### src/rtl/npu_job_scheduler.sv
// Job FIFO and launch/run/complete sequencer in front of a single systolic array.
// Runs one job at a time and returns one completion record per job to the host.
module npu_job_scheduler #(
  parameter int unsigned DEPTH   = 4,
  parameter int unsigned AW      = 12,
  parameter int unsigned TIMEOUT = 4095
) (
  input  logic                       clk,
  input  logic                       rst,
  input  logic                       job_valid,
  output logic                       job_ready,
  input  logic [AW-1:0]              job_addr_A,
  input  logic [AW-1:0]              job_addr_B,
  input  logic [AW-1:0]              job_addr_C,
  input  logic [3:0]                 job_n,
  input  logic                       abort,
  output logic                       arr_new_data,
  output logic [AW-1:0]              arr_addr_A,
  output logic [AW-1:0]              arr_addr_B,
  output logic [AW-1:0]              arr_addr_C,
  output logic [3:0]                 arr_n,
  input  logic                       arr_done,
  input  logic                       arr_overflow,
  output logic                       cpl_valid,
  input  logic                       cpl_ready,
  output logic [AW-1:0]              cpl_addr_C,
  output logic                       cpl_overflow,
  output logic                       cpl_timeout,
  output logic [15:0]                cpl_cycles,
  output logic                       busy,
  output logic [$clog2(DEPTH+1)-1:0] queue_count,
  output logic [31:0]                jobs_done
);
  localparam int unsigned PW = $clog2(DEPTH);
  localparam int unsigned QW = $clog2(DEPTH + 1);
  // Run counter is wide enough for TIMEOUT and for detecting 16-bit saturation.
  localparam int unsigned CW = ($clog2(TIMEOUT + 1) >= 17) ? $clog2(TIMEOUT + 1) + 1 : 17;

  typedef struct packed {
    logic [AW-1:0] addr_a;
    logic [AW-1:0] addr_b;
    logic [AW-1:0] addr_c;
    logic [3:0]    n;
  } job_t;

  typedef enum logic [2:0] {
    S_IDLE,
    S_LAUNCH,
    S_RUN,
    S_COMPLETE,
    S_DRAIN
  } state_t;

  job_t          mem [DEPTH];
  job_t          in_job;
  job_t          head;
  logic [PW-1:0] wr_ptr;
  logic [PW-1:0] rd_ptr;
  state_t        state;
  logic [CW-1:0] run_cnt;
  logic [CW-1:0] run_inc;
  logic          push;
  logic          pop;
  logic          timeout_hit;
  logic [15:0]   cyc_sat;

  // Ready deliberately ignores a same-cycle pop: a full FIFO always stalls.
  assign job_ready   = (queue_count < QW'(DEPTH)) && !abort;
  assign push        = job_valid && job_ready;
  assign pop         = (state == S_IDLE) && (queue_count != '0) && !cpl_valid && !abort;
  assign in_job      = '{job_addr_A, job_addr_B, job_addr_C, job_n};
  assign head        = mem[rd_ptr];
  assign run_inc     = run_cnt + CW'(1);
  assign timeout_hit = (run_inc == CW'(TIMEOUT));
  assign cyc_sat     = (run_inc > CW'(16'hFFFF)) ? 16'hFFFF : run_inc[15:0];

  always_ff @(posedge clk) begin
    if (push) mem[wr_ptr] <= in_job;
  end

  // FIFO pointers and occupancy; abort empties the queue.
  always_ff @(posedge clk or posedge rst) begin
    if (rst) begin
      wr_ptr      <= '0;
      rd_ptr      <= '0;
      queue_count <= '0;
    end else if (abort) begin
      wr_ptr      <= '0;
      rd_ptr      <= '0;
      queue_count <= '0;
    end else begin
      if (push) wr_ptr <= wr_ptr + PW'(1);
      if (pop)  rd_ptr <= rd_ptr + PW'(1);
      queue_count <= queue_count + QW'(push) - QW'(pop);
    end
  end

  // Job sequencer with registered array and completion outputs.
  always_ff @(posedge clk or posedge rst) begin
    if (rst) begin
      state        <= S_IDLE;
      busy         <= 1'b0;
      run_cnt      <= '0;
      arr_new_data <= 1'b0;
      arr_addr_A   <= '0;
      arr_addr_B   <= '0;
      arr_addr_C   <= '0;
      arr_n        <= '0;
      cpl_valid    <= 1'b0;
      cpl_addr_C   <= '0;
      cpl_overflow <= 1'b0;
      cpl_timeout  <= 1'b0;
      cpl_cycles   <= '0;
      jobs_done    <= '0;
    end else begin
      arr_new_data <= 1'b0;
      if (abort) begin
        cpl_valid <= 1'b0;
        if (state == S_RUN || state == S_LAUNCH) begin
          state   <= S_DRAIN;
          busy    <= 1'b1;
          run_cnt <= '0;
        end else begin
          state <= S_IDLE;
          busy  <= 1'b0;
        end
      end else begin
        case (state)
          S_IDLE: begin
            if (pop) begin
              arr_addr_A   <= head.addr_a;
              arr_addr_B   <= head.addr_b;
              arr_addr_C   <= head.addr_c;
              arr_n        <= head.n;
              arr_new_data <= 1'b1;
              busy         <= 1'b1;
              state        <= S_LAUNCH;
            end
          end
          S_LAUNCH: begin
            run_cnt <= '0;
            state   <= S_RUN;
          end
          S_RUN: begin
            run_cnt <= run_inc;
            if (arr_done || timeout_hit) begin
              cpl_valid    <= 1'b1;
              cpl_addr_C   <= arr_addr_C;
              cpl_cycles   <= cyc_sat;
              cpl_overflow <= arr_done ? arr_overflow : 1'b0;
              cpl_timeout  <= !arr_done;
              state        <= S_COMPLETE;
            end
          end
          S_COMPLETE: begin
            if (cpl_ready) begin
              cpl_valid <= 1'b0;
              jobs_done <= jobs_done + 32'd1;
              busy      <= 1'b0;
              state     <= S_IDLE;
            end
          end
          S_DRAIN: begin
            run_cnt <= run_inc;
            if (arr_done || timeout_hit) begin
              busy  <= 1'b0;
              state <= S_IDLE;
            end
          end
          default: begin
            busy  <= 1'b0;
            state <= S_IDLE;
          end
        endcase
      end
    end
  end
endmodule

### config.mk
export PLATFORM = sky130hd
export DESIGN_NAME = npu_job_scheduler
export DESIGN_NICKNAME = d
export VERILOG_FILES = /design/src/rtl/npu_job_scheduler.sv
export SDC_FILE = /design/constraint.sdc
export NUM_CORES = 1
export LEC_CHECK = 0
export ABC_AREA = 1
export CAP_MARGIN = 25
export CORE_ASPECT_RATIO = 0.9
export CORE_MARGIN = 2
export CORE_UTILIZATION = 50
export DETAILED_ROUTE_END_ITERATION = 10
export HOLD_SLACK_MARGIN = 0.06
export PLACE_DENSITY = 0.77
export SYNTH_ARGS = -nofsm -noshare
export SYNTH_HDL_FRONTEND = slang
export SYNTH_SLANG_ARGS = --single-unit
### constraint.sdc
create_clock -name clk -period 4.2 [get_ports clk]
set_input_delay 0.63 -clock clk [delete_from_list [all_inputs] [get_ports clk]]
set_output_delay 0.63 -clock clk [all_outputs]
set_load 0.02 [all_outputs]
## After elaboration in Yosys (flattened, before gate mapping)

Memories as Yosys holds them, arrays and structs flattened. A register that Yosys moved wholly into a read port is not among the register bits.
Cells that the tools add are included.

| cells by class | value |
|---|---|
| add/sub/neg operators | 6 |
| order comparisons | 2 |
| equal/unequal tests | 11 |
| multiplexer cells | 31 |
| bitwise operators | 1 |
| reductions and logical operators | 25 |

Operator list:

| operator | number |
|---|---|
| 2-to-1 mux 17 bit | 2 |
| one-hot mux 17 bit (2 select lines) | 1 |
| adder 32 x 1 -> 32 bit, second input constant | 1 |
| 2-to-1 mux 3 bit | 7 |
| adder 17 x 1 -> 17 bit, second input constant | 1 |
| == test 17 x 12 -> 1 bit, second input constant | 1 |
| > comparator 17 x 16 -> 1 bit, second input constant | 1 |
| 2-to-1 mux 16 bit | 1 |
| one-hot mux 3 bit (5 select lines) | 1 |
| 2-to-1 mux 1 bit | 13 |
| AND reduction 3 bit | 4 |
| != test 3 bit, second input constant | 3 |
| nonzero test 3 bit | 3 |
| 2-to-1 mux 2 bit | 4 |
| AND reduction 4 bit | 2 |
| == test 3 x 2 -> 1 bit, second input constant | 2 |
| logical AND 1 bit | 5 |
| adder 2 x 1 -> 2 bit, second input constant | 2 |
| != test 2 x 1 -> 1 bit, second input constant | 2 |
| one-hot mux 1 bit (4 select lines) | 1 |
| nonzero test 2 bit | 2 |
| OR reduction 2 bit | 2 |
| adder 3 x 1 -> 3 bit | 1 |
| == test 3 x 1 -> 1 bit, second input constant | 1 |
| other kinds (10) | 13 |

| word-level totals | value |
|---|---|
| bits in registers | 92 |
| bits in writable memories | 160 |
| input bits | 47 |
| output and inout bits | 109 |
| logic and storage cells | 90 |
| memories | 1 |

Memories:

| memory | depth | width | rd ports | clocked after memory_dff | write ports | RTL line | RTL |
|---|---|---|---|---|---|---|---|
| mem | 4 | 40 | 1 | 1 | 1 | 54 | `job_t mem [DEPTH];` |

## Logic depth before layout (Yosys ltp)

Gate-level depths: netlist (run 1).

| logic depth | value |
|---|---|
| depth in word-level cells | 7 |
| mapped depth | 17 |
| gate-level depth less buffers | 17 |

## Least setup slack after synthesis (run 1)

No wires, ideal clock.

| path | value |
|---|---|
| kind | input port to flip-flop |
| start | in abort |
| end | mem mem[0][0] in the netlist's numbering (enable) |
| library setup time | 438 ps |
| data arrival time | 3170 ps |
| data required time | 3762 ps |
| slack | 593 ps |
| stages | 4 |
| buffers on the path | 1 |
| cell sequence | clkbuf_1 -> nor2_1 -> nand2_1 -> nor2_1 |

| on the way | value |
|---|---|
| word-level cells in the longest chain between the ends | 5 |

Ends and longest elaborated chain:

| item | RTL line | RTL |
|---|---|---|
| from (decl) | 16 | `input logic abort,` |
| zero test 1 bit | 68 | `assign job_ready = (queue_count < QW'(DEPTH)) && !abort;` |
| logical AND 1 bit | 68 |  |
| via job_ready | 11 | `output logic job_ready,` |
| logical AND 1 bit | 69 | `assign push = job_valid && job_ready;` |
| 2-to-1 mux 1 bit | 78 | `if (push) mem[wr_ptr] <= in_job;` |
| 2-to-1 mux 1 bit (not written as such) | 78 |  |
| to (decl) | 54 |  |

The timed path passes the listed nets, and every way through them passes these cells.

## Final worst setup path (run 1)

| path | value |
|---|---|
| start | reg run_cnt[1] |
| end | reg cpl_cycles[15] |

| on the way | value |
|---|---|
| word-level cells in the longest chain between the ends | 4 |
| elaborated cells on any way between the ends | 6 |
| classes of those cells | add/sub: 1; order compare: 1; eq/ne: 1; mux: 1; reduce/logical: 2 |

Ends and longest elaborated chain:

| item | RTL line | RTL |
|---|---|---|
| from (decl) | 60 | `logic [CW-1:0] run_cnt;` |
| from (signal assigned) | 145 | `run_cnt <= run_inc;` |
| from (signal assigned) | 164 | `run_cnt <= run_inc;` |
| adder 17 x 1 -> 17 bit (*) | 73 | `assign run_inc = run_cnt + CW'(1);` |
| parallel branches: the longest is 3 deep, another holds > comparator 17 x 16 -> 1 bit | -- |  |
| to (signal assigned) | 149 | `cpl_cycles <= cyc_sat;` |
| to (decl) | 29 | `output logic [15:0] cpl_cycles,` |

Mark *: on every way between the ends.
A chain may end at the register's enable or synchronous reset.

==> results.py, run 1 <==
metrics = {
    "timing": {
        "finalCritPeriodShare_pct": 63.8,
        "fmax_ghz": 0.373,
        "drv_slew": 0,
        "setup_tns_ns": 0,
        "slew_headroom_pct": 46.7,
        "skew_ns": 0.0106,
        "fin_crit_ns": 2.68,
        "hold_viol_final": 0,
        "hold_ws_ns": 0.471,
        "rsz0062_at_grt": "no",
        "setup_viol": 0,
        "worst_pin_slew_ns": 0.800,
    },
    "power_and_ir_drop": {
        "pwr-share-clk_pct": 29.5,
        "power_switching_w": 0.00311,
        "power_w": 0.00941,
        "p_int_w": 0.00630,
        "p_seq_share_pct": 40.3,
        "leakage_nw": 6.17,
        "power_frac_comb_pct": 30.2,
        "ir_worst_vdd_v": 0.000441,
        "switching_share_pct": 33.0,
        "power_density_nw_per_um2": 626,
    },
    "synthesis": {
        "synth_area_leaders": "edfxtp_1 40%, dfrtp_1 27%, nand2_1 8.2%, nor2_1 4.2%, o21ai_0 3.8%",
        "synth.largest_area_cell": "edfxtp_1",
        "syn_nets": 1178,
        "ys_ff_latch": 292,
        "synth_edf_count": 160,
        "synth_most_common_cell": "nand2_1",
        "yosys_warnings": 0,
        "synth_top_area_share_pct": 39.8,
        "async_reset_ff_share_pct": 45.2,
        "postSynthCellCount": 1121,
        "synth_area_per_cell_um2": 10.8,
        "synthTopCellsByCount": "265 x nand2_1, 160 x edfxtp_1, 136 x nor2_1",
        "synth_area_um2": 12100,
        "yosysUniqueCellTypes": 43,
        "ys_seq_area_share_pct": 67.1,
        "synth-main-ff-cell": "edfxtp_1",
    },
    "critical_path": {
        "worst-setup-path-type": "register to register",
        "start_kind": "register",
        "cpPeakStageDelay_ns": 0.46,
        "critPathArrivalTime_ns": 3.10,
        "cpMostUsedCell": "nand2_2",
        "worst_path_max_delay_cell": "dfrtp_1",
        "path_cells": "ha_1, nand2_2, o21ai_0, inv_1, nand3_1, nor2_2, nand3_2, nand2_2, nand2_4, clkinv_4, nor2_1, a31oi_1",
        "worst_ep_required_time_ns": 4.62,
        "reg2reg_depth": 12,
        "path_max_fanout": 34,
        "cp-end-kind": "register",
    },
    "global_route": {
        "grt_use_met1_pct": 29.4,
        "grt_pass1_wl_mm": 44.7,
        "grt_overflow_total": 0,
        "grt_max_degree": 82,
        "busiest_layer": "met2",
        "grt_usage_pct": 22.0,
        "globalRouteMet3Util_pct": 4.68,
        "met2_usage_pct": 36.9,
        "antenna_found_initial": 1,
        "grt_pass1_vias": 8644,
    },
    "floorplanning": {
        "io_pins": 156,
        "dieArea_um2": 25400,
        "initial_core_util_pct": 51.3,
        "dieHeight_um": 151,
        "core_area_um2": 23500,
        "fp.dieW_um": 168,
        "fp-row-count": 53,
    },
    "clock_network": {
        "cts_hold_buf": 0,
        "cts.clk_slew.worst_paths_ns": 0.06,
        "cts_root_buffer": "clkbuf_16",
        "clkLatencyLatePin_ns": 0.55,
        "cts_tree": "done",
        "htree_levels": 1,
        "postCtsResizedCells": 0,
        "cts_sinks": 292,
        "cts_buffers": 29,
        "cts_max_path_buffers": 3,
        "post_cts_buffers": 0,
    },
    "layout": {
        "syn2layout_area_growth_pct": 24.4,
        "final_area_um2": 15000,
        "drive_above_1_share_pct": 8.25,
        "fin_nets": 1331,
    },
    "placed_design": {
        "placed_area_um2": 14000,
        "io_buffers": 155,
        "dp_hpwl_mm": 17.8,
        "gp_congestion": 0.848,
    },
    "route": {
        "vias": 8658,
        "drc": 0,
        "postRouteAntennaNets": 0,
        "wirelength_mm": 27.3,
        "routed_via_density": 5.41,
        "drtIter0Drc": 750,
        "dr.pass1.iters": 7,
        "wire_per_inst_um": 17.1,
    },
    "outcome": {
        "status": "finished clean",
    },
    "hold_path": {
        "hold_path_depth": 2,
        "min_path_type": "register to register",
    },
    "flow_run": {
        "maxCapViolations": 0,
    },
}
stage by stage:
step	std cells	utilization [%]	setup WS, ns
after floorplan	1121	-	0.0440
after global placement	1544	59.3	1.15
after detailed placement	1545	59.4	1.08
after CTS	1599	63.8	1.52
after global routing	1599	63.8	1.23
final	1600	63.8	1.52
registers in the layout (all words and copies together) (netlist names):
register,flops
queue_count,3
mem,160
cpl_cycles,16
cpl_addr_C,12
state,3
cpl_valid,1
arr_addr_A,12
run_cnt,17
arr_new_data,1
jobs_done,32
cpl_timeout,1
cpl_overflow,1
busy,1
arr_n,4
wr_ptr,2
rd_ptr,2
arr_addr_B,12
arr_addr_C,12
kinds of logic after synthesis:
logic type               count (synthesis)  synth area share, %
AND/OR/NAND/NOR                        503                 17.9
flip-flops                             292                 67.1
AO/OA/AOI/OAI                          161                 7.40
buffers and inverters                  121                 3.98
XOR/XNOR                                34                 2.53
adder cells (fa/ha/maj)                 10                 1.10
placed cells by master (no fill, tap or decap), drive strengths merged:
cell type,Yosys,final
ha,9,9
o311ai,1,1
fa,1,1
nand4,14,14
o22ai,51,51
and3,1,1
clkinvlp,0,2
diode,0,1
buf,12,11
a31oi,10,10
clkbuf,32,35
clkdlybuf4s50,0,155
nand3,44,44
nand2,272,272
dfrtp,132,132
inv,74,77
or2,2,2
edfxtp,160,160
nor4,4,4
xnor2,11,11
bufinv,0,6
a21oi,1,1
nor3,16,16
a32oi,1,1
o21ai,97,97
xor2,23,23
nand3b,1,1
clkinv,3,11
nor2,148,148
or4,1,1
worst max-delay path, delay by kind of cell, from the launching register on:
kind,cells,cell delay [ns]
adders and majority gates,1,0.28
AOI/OAI and AO/OA,2,0.42
and+or+nand+nor,7,0.95
buffers and inverters,2,0.42
DFF,1,0.46
power by group through the flow:
stage / combinational [W] / clock (W) / sequential (W)
detailed placement: 0.00284 / 0 / 0.00385
CTS: 0.00286 / 0.00282 / 0.00380
finish: 0.00284 / 0.00278 / 0.00380
global route: 0.00314 / 0.00295 / 0.00385
floorplan: 0.00125 / 0 / 0.00421
global placement: 0.00276 / 0 / 0.00384
layout make-up:
type                       count  area, um2
fill                        1807       8520
sequential                   292       8110
multi-input combinational    708       3530
timing repair buffer         166       1670
clock buffer                  35        788
tap                          302        378
inverter                      77        299
clock inverter                19        253
antenna                        1       2.50
per-layer routing:
metal / share of wire, % / up-vias
met2: 48 / 280
met5: 0 / -
met3: 7.1 / 44
met1: 43 / 4221
met4: 2.0 / 0
li1: - / 4113
worst paths after layout:
path | start | endpoint | slack [ns]
worst max-delay path | run_cnt[1]$_DFFE_PP0P_ | cpl_cycles[15]$_DFFE_PP0P_ | 1.52
worst min-delay path | arr_addr_B[6]$_DFFE_PP0P_ | arr_addr_B[6]$_DFFE_PP0P_ | 0.47
worst max register to register | run_cnt[1]$_DFFE_PP0P_ | cpl_cycles[15]$_DFFE_PP0P_ | 1.52
worst min register to register | arr_addr_B[6]$_DFFE_PP0P_ | arr_addr_B[6]$_DFFE_PP0P_ | 0.47
max in group asynchronous | rst | arr_addr_A[3]$_DFFE_PP0P_ | 2.84
min in group asynchronous | rst | cpl_addr_C[8]$_DFFE_PP0P_ | 0.57
Note: power is estimated with default switching activity, not from simulation.
==> run 2: changes to the inputs <==
- CORE_UTILIZATION: 50 -> 55
- PLACE_DENSITY: 0.77 -> 0.8
- clock period: 4.2 -> 2.62 ns (I/O delays scaled with it)
==> run 2 against run 1 <==
Compared with the run above:
- design area increased by 0.79%
- clock skew decreased by 0.0021 ns
- first-iteration DRC count fell by 23%
- wire length decreased by 2.2%
- hold slack lost 0.17 ns
- worst setup slack got worse by 1.3 ns
- register-to-register slack got worse by 1.3 ns
- sequential power up 61%
- highest routed layer unchanged
==> results.py, run 2 (synthesized netlist as in run 1, its figures left out) <==
metrics = {
    "outcome": {
        "status": "finished clean",
    },
    "flow_run": {
        "maxCapViolations": 0,
    },
    "global_route": {
        "grt_pass1_wl_mm": 43.1,
        "grt_pass1_vias": 8448,
        "grt_use_met1_pct": 31.5,
        "globalRouteMet3Util_pct": 4.22,
        "grt_usage_pct": 23.4,
        "met2_usage_pct": 39.7,
        "grt_overflow_total": 0,
        "busiest_layer": "met2",
        "grt_max_degree": 82,
        "antenna_found_initial": 0,
    },
    "timing": {
        "hold_viol_final": 0,
        "drv_slew": 0,
        "finalCritPeriodShare_pct": 92.6,
        "fmax_ghz": 0.412,
        "fin_crit_ns": 2.43,
        "setup_slack_ns": 0.194,
        "slew_headroom_pct": 47.8,
        "setup_viol": 0,
        "worst_pin_slew_ns": 0.783,
        "skew_ns": 0.00845,
    },
    "layout": {
        "regArea_um2": 8110,
        "max_flop_register": "mem",
        "n_antenna_cell": 0,
        "syn2layout_area_growth_pct": 25.3,
        "fin_nets": 1354,
        "largest_registers": "mem x160, jobs_done x32, run_cnt x17",
        "multi_input_area_um2": 3530,
        "fill_cells": 1582,
        "mostFrequentLayoutCells": "265 x nand2_1, 160 x edfxtp_1, 155 x clkdlybuf4s50_1",
        "final_common_cell": "nand2_1",
        "drive_above_1_share_pct": 9.48,
        "largest_reg_flops": 160,
    },
    "critical_path": {
        "path_cells": "nor2_1, inv_1, nor2_2, inv_1, nor3_2, inv_1, nor2_4, ha_1, inv_1, ha_1, inv_1, fa_1, xor2_1, nor2_1",
        "reg2reg_depth": 14,
        "worst_ep_required_time_ns": 3.03,
        "cpPeakStageDelay_ns": 0.41,
        "worstReg2RegEnd": "queue_count[2]$_DFF_PP0_",
        "start_kind": "register",
        "rr_startpoint": "state[0]$_DFFE_PP0P_",
        "critPathArrivalTime_ns": 2.84,
        "worst_path_max_delay_cell": "dfrtp_1",
        "worst-setup-path-type": "register to register",
        "path_max_fanout": 4,
        "r2r_setup_slack_ns": 0.19,
        "cpMostUsedCell": "inv_1",
        "cp-end-kind": "register",
    },
    "floorplanning": {
        "dieArea_um2": 23200,
        "fp.dieW_um": 160,
        "dieHeight_um": 145,
        "core_area_um2": 21600,
        "fp-row-count": 51,
        "initial_core_util_pct": 56.0,
        "io_pins": 156,
    },
    "route": {
        "dr.pass1.iters": 5,
        "wirelength_mm": 26.7,
        "vias": 8699,
        "drtIter0Drc": 580,
        "drc": 0,
        "wire_per_inst_um": 16.6,
        "postRouteAntennaNets": 0,
        "routed_via_density": 5.40,
    },
    "clock_network": {
        "cts_tree": "done",
        "cts_root_buffer": "clkbuf_16",
        "htree_levels": 1,
        "cts_buffers": 28,
        "cts_max_path_buffers": 3,
        "cts.clk_slew.worst_paths_ns": 0.06,
        "clkLatencyLatePin_ns": 0.54,
        "cts_sinks": 292,
    },
    "power_and_ir_drop": {
        "ir_worst_vdd_v": 0.000759,
        "leakage_nw": 6.24,
        "power_density_nw_per_um2": 980,
        "power_w": 0.0148,
    },
    "placed_design": {
        "gp_congestion": 0.919,
        "dp_slack_ns": 0.0847,
        "dp_hpwl_mm": 17.6,
        "io_buffers": 155,
    },
    "hold_path": {
        "min_path_type": "input pin to async pin",
    },
}
run 2: cell count changes in the layout (fill, tap and decap cells not counted), sizes merged:
| cell | before | now |
|---|---|---|
| clkinv | 11 | 10 |
| buf | 11 | 35 |
| diode | 1 | 0 |
| clkbuf | 35 | 40 |
| clkinvlp | 2 | 1 |
| bufinv | 6 | 4 |
| inv | 77 | 74 |
run 2: metrics by stage:
step / hold WS [ns] / area, um2 / instances / utilization [%] / TNS (ns)
3_3_place_gp: 0.457 / 14200 / 1557 / 65.8 / 0
5_1_grt: 0.347 / 15100 / 1610 / 70.2 / -0.00174
4_1_cts: 0.319 / 15100 / 1609 / 70.1 / 0
2_1_floorplan: 0.487 / 12100 / 1121 / - / -120.08
6_report: 0.301 / 15100 / 1610 / 70.2 / 0
3_5_place_dp: 0.460 / 14200 / 1557 / 65.8 / 0
run 2: how the worst max path moves through the flow:
stage                         startpoint                       end  slack [ns]  depth (start not counted)
CTS                 state[0]$_DFFE_PP0P_  queue_count[2]$_DFF_PP0_        0.13                         14
global placement                   abort  queue_count[2]$_DFF_PP0_        0.11                         10
floorplan                          abort       mem[0][0]$_DFFE_PP_       -0.75                          4
detailed placement                 abort  queue_count[2]$_DFF_PP0_        0.08                         10
finish              state[0]$_DFFE_PP0P_  queue_count[2]$_DFF_PP0_        0.19                         14
global route        state[0]$_DFFE_PP0P_  queue_count[2]$_DFF_PP0_      -0.002                         14
run 2: routing by layer:
layer / wire (um) / vias to the layer above
met4: 580 / 0
met1: 11700 / 4206
met5: 0 / -
li1: - / 4159
met2: 12900 / 281
met3: 1590 / 53
run 2: final cells by class:
| class | instances | share of cell area [%] |
|---|---|---|
| Multi-Input combinational cell | 708 | 23.3 |
| Inverter | 77 | 1.97 |
| Timing Repair Buffer | 190 | 12.6 |
| Clock inverter | 12 | 1.12 |
| Tap cell | 291 | 2.40 |
| Sequential cell | 292 | 53.6 |
| Clock buffer | 40 | 5.06 |
run 2: worst max-delay path, delay by kind of cell, from the launching register on:
kind	cells	cell delay, ns
buf+inv	5	0.40
xor+xnor	1	0.18
fa+ha+maj	3	0.73
simple gates	5	0.59
flops	1	0.41
run 2: report_power, final:
group	switching, W	leakage, nW	internal, W
sequential	0.000479	3.13	0.00562
combinational	0.00282	2.66	0.00187
clock	0.00162	0.457	0.00243
total	0.00492	6.24	0.00992
run 2: what timing repair did:
item,CTS,global route
buffers inserted,0,1
hold buffers,0,0
setup endpoints to repair,0,1
gates resized for setup,0,2
==> run 3: changes to the inputs <==
- SETUP_SLACK_MARGIN: unset -> 0.02
==> results of run 3 <==
Final layout, timing and power as in run 2 (identical DEF).
